[src/rtl/pmod_led_pkg.sv]
// Shared definitions for the PMOD LED driver.
//   state_t          : controller states IDLE / ARMED / RUN
//   PMOD_WIDTH       : LEDs per PMOD connector
//   LED_COUNT        : total LEDs (PMOD A + PMOD B)
//   PMOD_B_LSB       : first pattern bit routed to PMOD B
//   PMOD_LED_IDX     : pin order; entry p is the pattern bit (within one PMOD byte)
//                      driving output index p (0 = A1, 3 = A4, 4 = A7, 7 = A10)
package pmod_led_pkg;

    typedef enum logic [1:0] {
        IDLE  = 2'd0,
        ARMED = 2'd1,
        RUN   = 2'd2
    } state_t;

    localparam int unsigned PMOD_WIDTH = 8;
    localparam int unsigned LED_COUNT  = 16;
    localparam int unsigned PMOD_B_LSB = 8;

    // Straight-through today; edit here if a board rework swaps pins.
    localparam int unsigned PMOD_LED_IDX [PMOD_WIDTH] = '{0, 1, 2, 3, 4, 5, 6, 7};

endpackage

[src/rtl/pwm_timebase.sv]
// PWM timebase: a prescaler dividing the clock into PWM steps, a free-running
// PWM step counter, and a one-cycle pulse marking the last cycle of each period.
//   clk         : clock
//   rst         : asynchronous active-high reset
//   pwm_cnt     : current PWM step, 0 .. 2^PWM_BITS-1
//   period_wrap : high for the single cycle that ends a PWM period
module pwm_timebase #(
    parameter int unsigned PWM_BITS = 8,
    parameter int unsigned PRESCALE = 188
) (
    input  logic                clk,
    input  logic                rst,
    output logic [PWM_BITS-1:0] pwm_cnt,
    output logic                period_wrap
);

    localparam int unsigned PS_W = (PRESCALE > 1) ? $clog2(PRESCALE) : 1;

    logic [PS_W-1:0]     prescaler_q;
    logic [PWM_BITS-1:0] pwm_cnt_q;
    logic                step;

    assign step = (prescaler_q == PS_W'(PRESCALE - 1));

    always_ff @(posedge clk or posedge rst) begin
        if (rst) begin
            prescaler_q <= '0;
            pwm_cnt_q   <= '0;
        end else if (step) begin
            prescaler_q <= '0;
            pwm_cnt_q   <= pwm_cnt_q + PWM_BITS'(1);
        end else begin
            prescaler_q <= prescaler_q + PS_W'(1);
        end
    end

    assign pwm_cnt     = pwm_cnt_q;
    assign period_wrap = step && (pwm_cnt_q == '1);

endmodule

[src/rtl/pmod_led_driver.sv]
// Drives 16 LEDs on two PMOD connectors with a shared PWM brightness.
// A pattern/brightness pair is accepted over a valid/ready handshake into a
// shadow register and only committed at a PWM period boundary, so the lit
// pattern never changes mid-period. Without new patterns the display blanks
// after TIMEOUT_PERIODS periods.
//   CLK_48     : 48 MHz clock
//   RST        : asynchronous active-high reset
//   in_valid   : upstream offers a pattern
//   in_ready   : pattern accepted when in_valid & in_ready
//   in_pattern : bit i = LED i; [7:0] -> PMOD A, [15:8] -> PMOD B
//   in_bright  : brightness for the pattern
//   led_a      : PMOD A pins A1..A4, A7..A10 (index 0 = A1)
//   led_b      : PMOD B pins, same order
//   active     : high while in RUN
module pmod_led_driver
    import pmod_led_pkg::*;
#(
    parameter int unsigned PWM_BITS        = 8,
    parameter int unsigned PRESCALE        = 188,
    parameter int unsigned TIMEOUT_PERIODS = 1000
) (
    input  logic                CLK_48,
    input  logic                RST,
    input  logic                in_valid,
    output logic                in_ready,
    input  logic [15:0]         in_pattern,
    input  logic [PWM_BITS-1:0] in_bright,
    output logic [7:0]          led_a,
    output logic [7:0]          led_b,
    output logic                active
);

    localparam int unsigned TO_W = $clog2(TIMEOUT_PERIODS + 1);
    localparam logic [TO_W-1:0] TO_MAX = TO_W'(TIMEOUT_PERIODS);

    logic [PWM_BITS-1:0]  pwm_cnt;
    logic                 period_wrap;

    state_t               state_q, state_d;
    logic                 pending_q, pending_d;
    logic                 ready_q;
    logic [LED_COUNT-1:0] shadow_pat_q;
    logic [PWM_BITS-1:0]  shadow_br_q;
    logic [LED_COUNT-1:0] act_pat_q, act_pat_d;
    logic [PWM_BITS-1:0]  act_br_q, act_br_d;
    logic [TO_W-1:0]      timeout_q, timeout_d, timeout_inc;
    logic [LED_COUNT-1:0] led_q, led_d;
    logic                 active_q;
    logic                 xfer, commit, lit;

    pwm_timebase #(
        .PWM_BITS (PWM_BITS),
        .PRESCALE (PRESCALE)
    ) u_timebase (
        .clk         (CLK_48),
        .rst         (RST),
        .pwm_cnt     (pwm_cnt),
        .period_wrap (period_wrap)
    );

    // ready_q is ~pending_q, so a transfer and a commit never share a cycle:
    // data landing on a wrap cycle waits for the following wrap.
    assign xfer   = in_valid && ready_q;
    assign commit = period_wrap && pending_q;

    assign timeout_inc = (timeout_q == TO_MAX) ? timeout_q : timeout_q + TO_W'(1);

    always_comb begin
        state_d   = state_q;
        pending_d = pending_q;
        act_pat_d = act_pat_q;
        act_br_d  = act_br_q;
        timeout_d = timeout_q;

        if (xfer) begin
            pending_d = 1'b1;
        end else if (commit) begin
            pending_d = 1'b0;
            act_pat_d = shadow_pat_q;
            act_br_d  = shadow_br_q;
        end

        unique case (state_q)
            IDLE: begin
                if (xfer) state_d = ARMED;
            end
            ARMED: begin
                if (commit) begin
                    state_d   = RUN;
                    timeout_d = '0;
                end
            end
            RUN: begin
                if (commit) begin
                    timeout_d = '0;
                end else if (period_wrap) begin
                    if (timeout_inc == TO_MAX) begin
                        // A pattern accepted on this same wrap must not strand in IDLE.
                        state_d   = xfer ? ARMED : IDLE;
                        timeout_d = '0;
                        act_pat_d = '0;
                        act_br_d  = '0;
                    end else begin
                        timeout_d = timeout_inc;
                    end
                end
            end
            default: state_d = IDLE;
        endcase
    end

    // All-ones brightness means fully on, including the last PWM step.
    assign lit   = (pwm_cnt < act_br_q) || (act_br_q == '1);
    assign led_d = ((state_q == RUN) && lit) ? act_pat_q : '0;

    always_ff @(posedge CLK_48 or posedge RST) begin
        if (RST) begin
            state_q      <= IDLE;
            pending_q    <= 1'b0;
            ready_q      <= 1'b1;
            shadow_pat_q <= '0;
            shadow_br_q  <= '0;
            act_pat_q    <= '0;
            act_br_q     <= '0;
            timeout_q    <= '0;
            led_q        <= '0;
            active_q     <= 1'b0;
        end else begin
            state_q   <= state_d;
            pending_q <= pending_d;
            ready_q   <= ~pending_d;
            if (xfer) begin
                shadow_pat_q <= in_pattern;
                shadow_br_q  <= in_bright;
            end
            act_pat_q <= act_pat_d;
            act_br_q  <= act_br_d;
            timeout_q <= timeout_d;
            led_q     <= led_d;
            active_q  <= (state_d == RUN);
        end
    end

    always_comb begin
        led_a = '0;
        led_b = '0;
        for (int p = 0; p < PMOD_WIDTH; p++) begin
            led_a[p] = led_q[PMOD_LED_IDX[p]];
            led_b[p] = led_q[PMOD_B_LSB + PMOD_LED_IDX[p]];
        end
    end

    assign in_ready = ready_q;
    assign active   = active_q;

endmodule

[config.mk]
export PLATFORM = sky130hd
export DESIGN_NAME = pmod_led_driver
export DESIGN_NICKNAME = d
export VERILOG_FILES = /design/src/rtl/pmod_led_pkg.sv /design/src/rtl/pwm_timebase.sv /design/src/rtl/pmod_led_driver.sv
export SDC_FILE = /design/constraint.sdc
export NUM_CORES = 1
export LEC_CHECK = 0
export BUFFER_PORTS_ARGS = -buffer_cell sky130_fd_sc_hd__buf_4
export CAP_MARGIN = 5
export CORE_AREA = 2 2 117 119
export CTS_CLUSTER_DIAMETER = 40
export DETAILED_ROUTE_END_ITERATION = 12
export DIE_AREA = 0 0 119 121
export GPL_ROUTABILITY_DRIVEN = 0
export HOLD_SLACK_MARGIN = 0.05
export SETUP_SLACK_MARGIN = 0.5
export SLEW_MARGIN = 20
export SYNTH_ARGS = -nofsm -noshare
export SYNTH_HDL_FRONTEND = slang
export SYNTH_SLANG_ARGS = --single-unit
[constraint.sdc]
create_clock -name CLK_48 -period 3.4 [get_ports CLK_48]
set_clock_uncertainty 0.1 [all_clocks]
set_input_delay 0.68 -clock CLK_48 [delete_from_list [all_inputs] [get_ports CLK_48]]
set_output_delay 0.68 -clock CLK_48 [all_outputs]
set_load 0.05 [all_outputs]
==> results_dict.tcl, run 1 <==
set metrics [dict create \
    critPathArrivalTime_ps 2790 \
    die_w_um 119 \
    outcome "finished clean" \
    switching_share_pct 21.71 \
    synth_edf_count 0 \
    min_path_type "in -> async" \
    grt_use_met2_pct 19.50 \
    finalSetupViolCount 0 \
    routed_wl_um 8146 \
    yosysTopAreaCell "dfrtp_1" \
    path_cells "ha_1 -> nand3_1 -> or4_1 -> or3_4 -> nor3_2 -> buf_4 -> nor2_1" \
    synth_cell_types 44 \
    timing.max_cap.violations 0 \
    initial_core_util_pct 32.56 \
    synthArstFlopShare_pct 100.0 \
    ant_nets 0 \
    synthFlopType "dfrtp_1" \
    vdd_ir_drop_max_v 0.0002838 \
    grt_busiest_layer "met2" \
    p_int_uw 1969 \
    fin_setup_tns_ps 0 \
    p_comb_share_pct 7.1 \
    clk_path_buf_depth 2 \
    antenna_cells 0 \
    synth_cells 374 \
    syn_nets 412 \
    layout-drive-gt1-share_pct 22.91 \
    cts-root-buf "clkbuf_16" \
    power.switching_uw 546.1 \
    cp.required_ps 3520 \
    synth.avg_cell_area_sq_um 11.39 \
    drv_slew 0 \
    clock-sinks 95 \
    maxSlewHeadroom_pct 36.06 \
    grt_max_degree 96 \
    post_cts_buffers 0 \
    drt_first_pass_iters 4 \
    post_drt_via_cell_ratio 4.874 \
    synth_area_leaders "dfrtp_1, mux2_2, mux2i_1, nor2_1, ha_1" \
    critPathTopFamily "simple AND/OR/NAND/NOR gates" \
    vias 2900 \
    rsz0062_at_grt "no" \
    post-route-drc-count 0 \
    fin_crit_ps 2670 \
    clk_pin_slew_ps 60 \
    fin_area_sq_um 5084 \
    post_cts_resized 0 \
    io_buffer_count 44 \
    placed_area_sq_um 4776 \
    setup.worst_path.class "reg -> reg" \
    hold_viol 0 \
    dp_hpwl_um 5439 \
    coreArea_sq_um 13090 \
    grt_overflow 0 \
    power.density_nw_per_um2 494.8 \
    yosysTopAreaCellShare_pct 55.21 \
    fmax_mhz 374.5 \
    syn_to_final_growth_pct 19.32 \
    cts_hold_buf 0 \
    cts_made_buffers 9 \
    clk_latency_ps 350 \
    ys_seq_area_share_pct 55.83 \
    tritoncts "yes" \
    hold_slack_ps 365.6 \
    use_met1_pct 15.59 \
    routedWlPerCell_um 13.69 \
    post-synth-top-count-cell "dfrtp_1" \
    track_usage_pct 11.97 \
    p_clk_share_pct 40.9 \
    pwr-share-seq_pct 52.0 \
    endpoint_kind "register" \
    dieHeight_um 121 \
    rows 42 \
    use_met3_pct 2.538 \
    synth_seq_cells 95 \
    antenna_found_initial 0 \
    start_kind "register" \
    dieArea_sq_um 14400 \
    synth_common_cells "dfrtp_1, nor2_1, mux2_2" \
    pin_count 45 \
    leakage_uw 0.002488 \
    yosys_warnings 0 \
    finalCritPeriodShare_pct 78.53 \
    worstMarginPinSlew_ps 955.6 \
    total_power_uw 2515 \
    syn_area_sq_um 4260 \
    grt_pass1_wl_um 13860 \
    slowest_delay_ps 680 \
    cp_slowest_cell "or4_1" \
    fin_nets 453 \
    cp_num_buf_inv 1 \
    htree_num_levels 3 \
    first_global_vias 2858 \
    detail_route.iter0.violations 135 \
    path_max_fanout 24 \
]
==> final timing paths <==
| kind | from | endpoint | slack (ps) | cells after the start |
|---|---|---|---|---|
| worst min register to register | u_timebase.prescaler_q[0]$_DFF_PP0_ | u_timebase.prescaler_q[0]$_DFF_PP0_ | 380 | 1 |
| worst min-delay path | RST | shadow_pat_q[0]$_DFFE_PP0P_ | 370 | 3 |
| worst max-delay path | u_timebase.prescaler_q[0]$_DFF_PP0_ | act_pat_q[12]$_DFF_PP0_ | 730 | 7 |
| max in group asynchronous | RST | in_ready$_DFF_PP1_ | 2440 | 3 |
| worst max register to register | u_timebase.prescaler_q[0]$_DFF_PP0_ | act_pat_q[12]$_DFF_PP0_ | 730 | 7 |
| min in group CLK_48 | u_timebase.prescaler_q[0]$_DFF_PP0_ | u_timebase.prescaler_q[0]$_DFF_PP0_ | 380 | 1 |
==> worst register-to-register path: stages, from the launching register on <==
cell	delay (ps)
dfrtp_1	380
ha_1	220
nand3_1	140
or4_1	680
or3_4	500
nor3_2	130
buf_4	300
nor2_1	90
==> logic make-up after synthesis <==
kind of cell	Yosys count	synth area share [%]
muxes	49	12.25
AOI/OAI and AO/OA	51	8.488
adders and majority gates	11	3.230
DFF	95	55.83
buffers and inverters	31	3.142
and+or+nand+nor	121	13.77
xor gates and xnor gates	16	3.289
==> power by group through the flow <==
stage | sequential [uW] | combinational, uW | clock [uW]
6_report | 1310 | 179 | 1030
4_1_cts | 1310 | 184 | 1050
2_1_floorplan | 1310 | 134 | 0
5_1_grt | 1320 | 201 | 1100
3_5_place_dp | 1330 | 184 | 0
3_3_place_gp | 1330 | 178 | 0
==> layout make-up <==
cell class                 instances  area [sq um]
multi-input combinational        248          1748
timing repair buffer              49         380.4
fill                            1248          8001
clock buffer                      11         252.7
sequential                        95          2379
tap                              176         220.2
clock inverter                     4         55.05
inverter                          12         48.80
==> state kept, by name (all words and copies together), names as in the netlist <==
| name | cells |
|---|---|
| timeout_q | 10 |
| pending_q | 1 |
| in_ready | 1 |
| act_br_q | 8 |
| led_q | 16 |
| act_pat_q | 16 |
| state_q | 2 |
| active | 1 |
| u_timebase.prescaler_q | 8 |
| shadow_br_q | 8 |
| u_timebase.pwm_cnt | 8 |
| shadow_pat_q | 16 |
==> placed cells by master, fill, tap and decap left out, types with 5 or more instances in the layout <==
master     count
inv_1         11
xnor2_1       10
xor2_1         6
and3_1         8
buf_4         48
nand3_1       16
mux2_2        25
nor3_1         7
o21ai_0        9
mux2i_1       24
a21boi_0      16
ha_1          11
clkbuf_16      9
nand4_1        8
dfrtp_1       94
nand2_1       19
a21o_1         5
nor2_1        46
==> per-stage QoR <==
| stage | std cells | setup WS (ps) | utilization, % |
|---|---|---|---|
| floorplan | 374 | 944.8 | - |
| global placement | 580 | 819.3 | 36.50 |
| detailed placement | 580 | 737.4 | 36.50 |
| CTS | 595 | 721.2 | 38.85 |
| global route | 595 | 546.0 | 38.85 |
| finish | 595 | 730.0 | 38.85 |
==> per-layer routing <==
metal  up-vias  share of wire, %
met5         -                 0
met4         0               1.6
met3        13               4.3
met2        75                48
met1      1427                46
li1       1385                 -
Note: power is estimated with default switching activity, not from simulation.
==> run 2, diff against run 1 <==
Clock period 3.4 ns to 2.4 ns, I/O delays scaled along.
==> run 2 against run 1 <==
  * Utilization rose by 7.4 points
  * Clock power rose by 50%
  * Total power rose by 46%
  * Sequential power rose by 42%
  * First-iteration DRC count rose by 16%
  * Setup slack got worse by 730 ps
  * Cell area rose by 19%
  * Cell count rose by 9.1%
  * Fmax rose by 11%
  * Die area did not move
  * Wire length rose by 29%
  * Critical path type unchanged
  * Largest power group unchanged
==> results_dict.tcl, run 2 (same netlist as run 1, synthesis figures left out) <==
set metrics [dict create \
    fin_setup_tns_ps 0 \
    clk_path_buf_depth 2 \
    path_cells "ha_2 -> nand3_2 -> or4_4 -> buf_6 -> or3_4 -> buf_12 -> mux2i_2 -> nor2_1" \
    power.switching_uw 792.1 \
    post-route-drc-count 0 \
    io_buffer_count 44 \
    reg_top3 "act_pat_q x16, led_q x16, shadow_pat_q x16" \
    vias 3272 \
    p_int_uw 2869 \
    cts-root-buf "clkbuf_16" \
    critPathArrivalTime_ps 2520 \
    drt_first_pass_iters 4 \
    timing.max_cap.violations 0 \
    routedWlPerCell_um 16.16 \
    worstMarginPinSlew_ps 637.7 \
    cp_slowest_cell "or4_4" \
    min_path_type "in -> async" \
    dieHeight_um 121 \
    placed_area_sq_um 5001 \
    die_w_um 119 \
    post_drt_via_cell_ratio 5.042 \
    coreArea_sq_um 13090 \
    grt_pass1_wl_um 16640 \
    fin_nets 507 \
    finalCritPeriodShare_pct 99.80 \
    initial_core_util_pct 32.56 \
    antenna_found_initial 0 \
    clk_latency_ps 340 \
    grt_overflow 0 \
    vdd_ir_drop_max_v 0.0003990 \
    pwr-share-seq_pct 50.7 \
    leakage_uw 0.002854 \
    pin_count 45 \
    power.density_nw_per_um2 605.3 \
    start_kind "register" \
    layout-drive-gt1-share_pct 45.45 \
    p_comb_share_pct 7.2 \
    switching_share_pct 21.64 \
    rsz0062_at_grt "yes" \
    track_usage_pct 14.54 \
    first_global_vias 3271 \
    antenna_cells 0 \
    drv_slew 0 \
    outcome "finished clean" \
    final_cell_mix "dfrtp_1, buf_4, nor2_1, mux2_2, mux2i_1" \
    rows 42 \
    p_clk_share_pct 42.1 \
    hold_viol 0 \
    endpoint_kind "register" \
    total_power_uw 3661 \
    routed_wl_um 10490 \
    syn_to_final_growth_pct 41.97 \
    htree_num_levels 3 \
    cts_made_buffers 9 \
    cp.required_ps 2530 \
    clock-sinks 95 \
    path_max_fanout 6 \
    finalSetupViolCount 0 \
    setup.worst_path.class "reg -> reg" \
    fin_crit_ps 2395 \
    tritoncts "yes" \
    maxSlewHeadroom_pct 57.38 \
    final_common_cell "dfrtp_1" \
    cp_num_buf_inv 2 \
    clk_pin_slew_ps 60 \
    ant_nets 0 \
    dieArea_sq_um 14400 \
    dp_hpwl_um 5816 \
    slowest_delay_ps 550 \
    hold_slack_ps 82.12 \
    finalCoreUtilization_pct 46.22 \
    fin_area_sq_um 6048 \
    fmax_mhz 417.5 \
    critPathTopFamily "simple AND/OR/NAND/NOR gates" \
    grt_max_degree 52 \
    detail_route.iter0.violations 156 \
]
[run 2: worst paths after layout]
path                                                     start                                  end  slack [ps]  cells past startpoint
min in group CLK_48                              in_pattern[7]          shadow_pat_q[7]$_DFFE_PP0P_         270                      2
hold / removal                                             RST                  led_q[12]$_DFF_PP0_          80                      2
setup reg to reg           u_timebase.prescaler_q[1]$_DFF_PP0_              act_pat_q[14]$_DFF_PP0_           5                      8
max in group asynchronous                                  RST             timeout_q[0]$_DFFE_PP0P_        1420                      3
setup / recovery           u_timebase.prescaler_q[1]$_DFF_PP0_              act_pat_q[14]$_DFF_PP0_           5                      8
hold reg to reg            u_timebase.prescaler_q[6]$_DFF_PP0_  u_timebase.prescaler_q[6]$_DFF_PP0_         390                      1
[run 2: layout make-up]
| class | instances | area, sq um |
|---|---|---|
| tap | 176 | 220.2 |
| sequential | 95 | 2382 |
| clock inverter | 5 | 81.33 |
| clock buffer | 10 | 239.0 |
| timing repair buffer | 101 | 977.2 |
| fill | 1159 | 7037 |
| inverter | 12 | 48.80 |
| multi-input combinational | 250 | 2100 |
[run 2: power by group through the flow]
| stage | clock (uW) | sequential (uW) | combinational [uW] |
|---|---|---|---|
| after floorplan | 0 | 1860 | 191 |
| after global routing | 1640 | 1870 | 289 |
| after detailed placement | 0 | 1870 | 263 |
| final | 1540 | 1860 | 264 |
| after global placement | 0 | 1870 | 255 |
| after CTS | 1560 | 1840 | 264 |
[run 2: what timing repair did]
item	CTS	global route
gates resized for setup	49	48
hold buffers	0	0
setup endpoints to repair	53	55
pin swaps	13	17
cloned	5	3
setup buffers	18	6
[run 2: metrics by stage]
step | instances | setup slack [ps]
6_report | 649 | 4.714
5_1_grt | 649 | -65.50
4_1_cts | 640 | 65.52
3_5_place_dp | 602 | 19.33
3_3_place_gp | 602 | 52.47
2_1_floorplan | 374 | -19.33
[run 2: routing by layer]
| metal | global-route usage [%] | vias up | part of all wire (%) |
|---|---|---|---|
| met1 | 18.26 | 1655 | 42 |
| met2 | 24.17 | 81 | 52 |
| met5 | 0 | - | 0 |
| met3 | 3.242 | 19 | 4.3 |
| met4 | 6.250 | 0 | 2.2 |
| li1 | - | 1517 | - |
==> run 3, diff against run 2 <==
--- a/config.mk
+++ b/config.mk
@@ -8,3 +8,2 @@
 export BUFFER_PORTS_ARGS = -buffer_cell sky130_fd_sc_hd__buf_4
-export CAP_MARGIN = 5
 export CORE_AREA = 2 2 117 119
==> constraint.sdc (replaced) <==
create_clock -name CLK_48 -period 2.4 [get_ports CLK_48]
set_clock_uncertainty 0.1 [all_clocks]
set_input_delay 0 -clock CLK_48 [delete_from_list [all_inputs] [get_ports CLK_48]]
set_output_delay 0 -clock CLK_48 [all_outputs]
set_load 0.05 [all_outputs]
==> run 3 against run 2 <==
  * Sequential cell count stayed put
  * Critical path depth stayed put
  * Combinational power is 13% higher
  * Die area stayed put
  * Cell area is 5.8% higher
  * Worst hold slack better by 98 ps
  * Sequential power hardly changed
  * Utilization is 2.7 points higher
  * Clock power hardly changed
  * Largest power group unchanged
==> results_dict.tcl, run 3 (same netlist as run 1, synthesis figures left out) <==
set metrics [dict create \
    first_global_vias 3426 \
    drt_first_pass_iters 5 \
    grt_max_degree 32 \
    slowest_delay_ps 560 \
    start_kind "register" \
    antenna_found_initial 0 \
    clk_path_buf_depth 2 \
    pwr-share-seq_pct 50.0 \
    endpoint_kind "register" \
    dieArea_sq_um 14400 \
    hp-start "in_valid" \
    finalSetupViolCount 0 \
    critPathLaunch "u_timebase.prescaler_q[1]$_DFF_PP0_" \
    dp_hpwl_um 5897 \
    post_drt_via_cell_ratio 4.860 \
    grt_overflow 0 \
    cts_made_buffers 9 \
    rows 42 \
    fmax_mhz 420.5 \
    p_int_uw 2907 \
    clock-sinks 95 \
    outcome "finished clean" \
    setup.worst_path.class "reg -> reg" \
    syn_to_final_growth_pct 50.19 \
    pin_count 45 \
    final_cell_mix "dfrtp_1, buf_4, nor2_1, mux2_2, dlygate4sd3_1" \
    routedWlPerCell_um 15.09 \
    crit-reg2reg-launch "u_timebase.prescaler_q[1]$_DFF_PP0_" \
    coreArea_sq_um 13090 \
    p_clk_share_pct 42.0 \
    grt_pass1_wl_um 16880 \
    vias 3329 \
    fin_nets 542 \
    io_buffer_count 44 \
    power.density_nw_per_um2 581.8 \
    vdd_ir_drop_max_v 0.0005516 \
    path_max_fanout 6 \
    clk_pin_slew_ps 70 \
    fin_area_sq_um 6399 \
    place_inst 609 \
    antenna_cells 0 \
    dieHeight_um 121 \
    die_w_um 119 \
    reg_top3 "act_pat_q x16, led_q x16, shadow_pat_q x16" \
    power.switching_uw 816.3 \
    ant_nets 0 \
    timing.max_cap.violations 0 \
    final_common_cell "dfrtp_1" \
    hold_viol 0 \
    placed_area_sq_um 5056 \
    detail_route.iter0.violations 167 \
    initial_core_util_pct 32.56 \
    switching_share_pct 21.93 \
    routed_wl_um 10340 \
    finalCritPeriodShare_pct 99.08 \
    cp.required_ps 2530 \
    fin_setup_tns_ps 0 \
    post-route-drc-count 0 \
    finalNonFillerCells 685 \
    path_cells "ha_2 -> nand3_2 -> or4_4 -> buf_6 -> or3_4 -> buf_12 -> mux2i_2 -> nor2_1" \
    fin_crit_ps 2378 \
    worstMarginPinSlew_ps 672.8 \
    layout-drive-gt1-share_pct 44.40 \
    rsz0062_at_grt "yes" \
    min_path_type "in -> reg" \
    dp_slack_ps 27.71 \
    clk_latency_ps 340 \
    track_usage_pct 14.78 \
    leakage_uw 0.003009 \
    htree_num_levels 3 \
    tritoncts "yes" \
    critPathArrivalTime_ps 2510 \
    cts-root-buf "clkbuf_16" \
    total_power_uw 3723 \
    drv_slew 0 \
    p_comb_share_pct 8.0 \
    layout_setup_ws_ps 22.08 \
    maxSlewHeadroom_pct 55.05 \
    cp_slowest_cell "or4_4" \
]
[run 3: changes by cell type in the layout (fill, tap and decap cells not counted), sizes merged]
cell / delta
clkinvlp: -1
clkbuf: -1
dlygate4sd3: +25
clkinv: +2
buf: +12
a2111o: -1
[run 3: critical path, delay by kind of cell, from the launching register on]
| family | cells | cell delay [ps] |
|---|---|---|
| adder cells (fa/ha/maj) | 1 | 200 |
| buffers and inverters | 2 | 320 |
| flip-flops | 1 | 370 |
| multiplexers | 1 | 170 |
| AND/OR/NAND/NOR | 4 | 1120 |
[run 3: layout make-up]
class,instances,area (sq um)
tap,176,220.2
clock inverter,6,91.34
fill,1118,6686
clock buffer,10,239.0
sequential,95,2380
multi-input combinational,249,2116
timing repair buffer,137,1304
inverter,12,48.80
[run 3: worst paths after layout]
path / to / slack, ps / depth (start not counted)
worst max-delay path: act_pat_q[4]$_DFF_PP0_ / 20 / 8
worst min-delay path: pending_q$_DFF_PP0_ / 180 / 3
worst max register to register: act_pat_q[4]$_DFF_PP0_ / 20 / 8
worst min register to register: shadow_pat_q[6]$_DFFE_PP0P_ / 410 / 1
max in group asynchronous: act_pat_q[5]$_DFF_PP0_ / 1270 / 4
min in group asynchronous: timeout_q[0]$_DFFE_PP0P_ / 220 / 3
[run 3: metal layers]
| layer | routed length, um | up-vias | track usage (%) |
|---|---|---|---|
| li1 | - | 1574 | - |
| met1 | 4527 | 1657 | 18.60 |
| met2 | 5265 | 84 | 25.14 |
| met3 | 385 | 14 | 2.961 |
| met4 | 157 | 0 | 5.655 |
| met5 | 0 | - | 0 |
[run 3: power by group through the flow]
stage | sequential, uW | combinational, uW | clock, uW
after CTS | 1850 | 301 | 1590
after floorplan | 1860 | 191 | 0
final | 1860 | 299 | 1560
after global routing | 1880 | 331 | 1660
after detailed placement | 1880 | 266 | 0
after global placement | 1870 | 257 | 0
[run 3: per-stage QoR]
stage	util (%)	hold WS, ps
2_1_floorplan	-	51.69
3_3_place_gp	38.62	22.05
3_5_place_dp	38.64	29.64
4_1_cts	47.36	164.2
5_1_grt	48.90	220.0
6_report	48.90	180.2
[run 3: repair_timing]
item / in CTS / in global routing
endpoints found under the setup margin: 53 / 57
hold endpoints to repair: 50 / 0
buffers inserted: 23 / 6
resized for setup: 70 / 35
hold buffers: 25 / 0
pin swaps: 16 / 18
gates cloned: 5 / 1
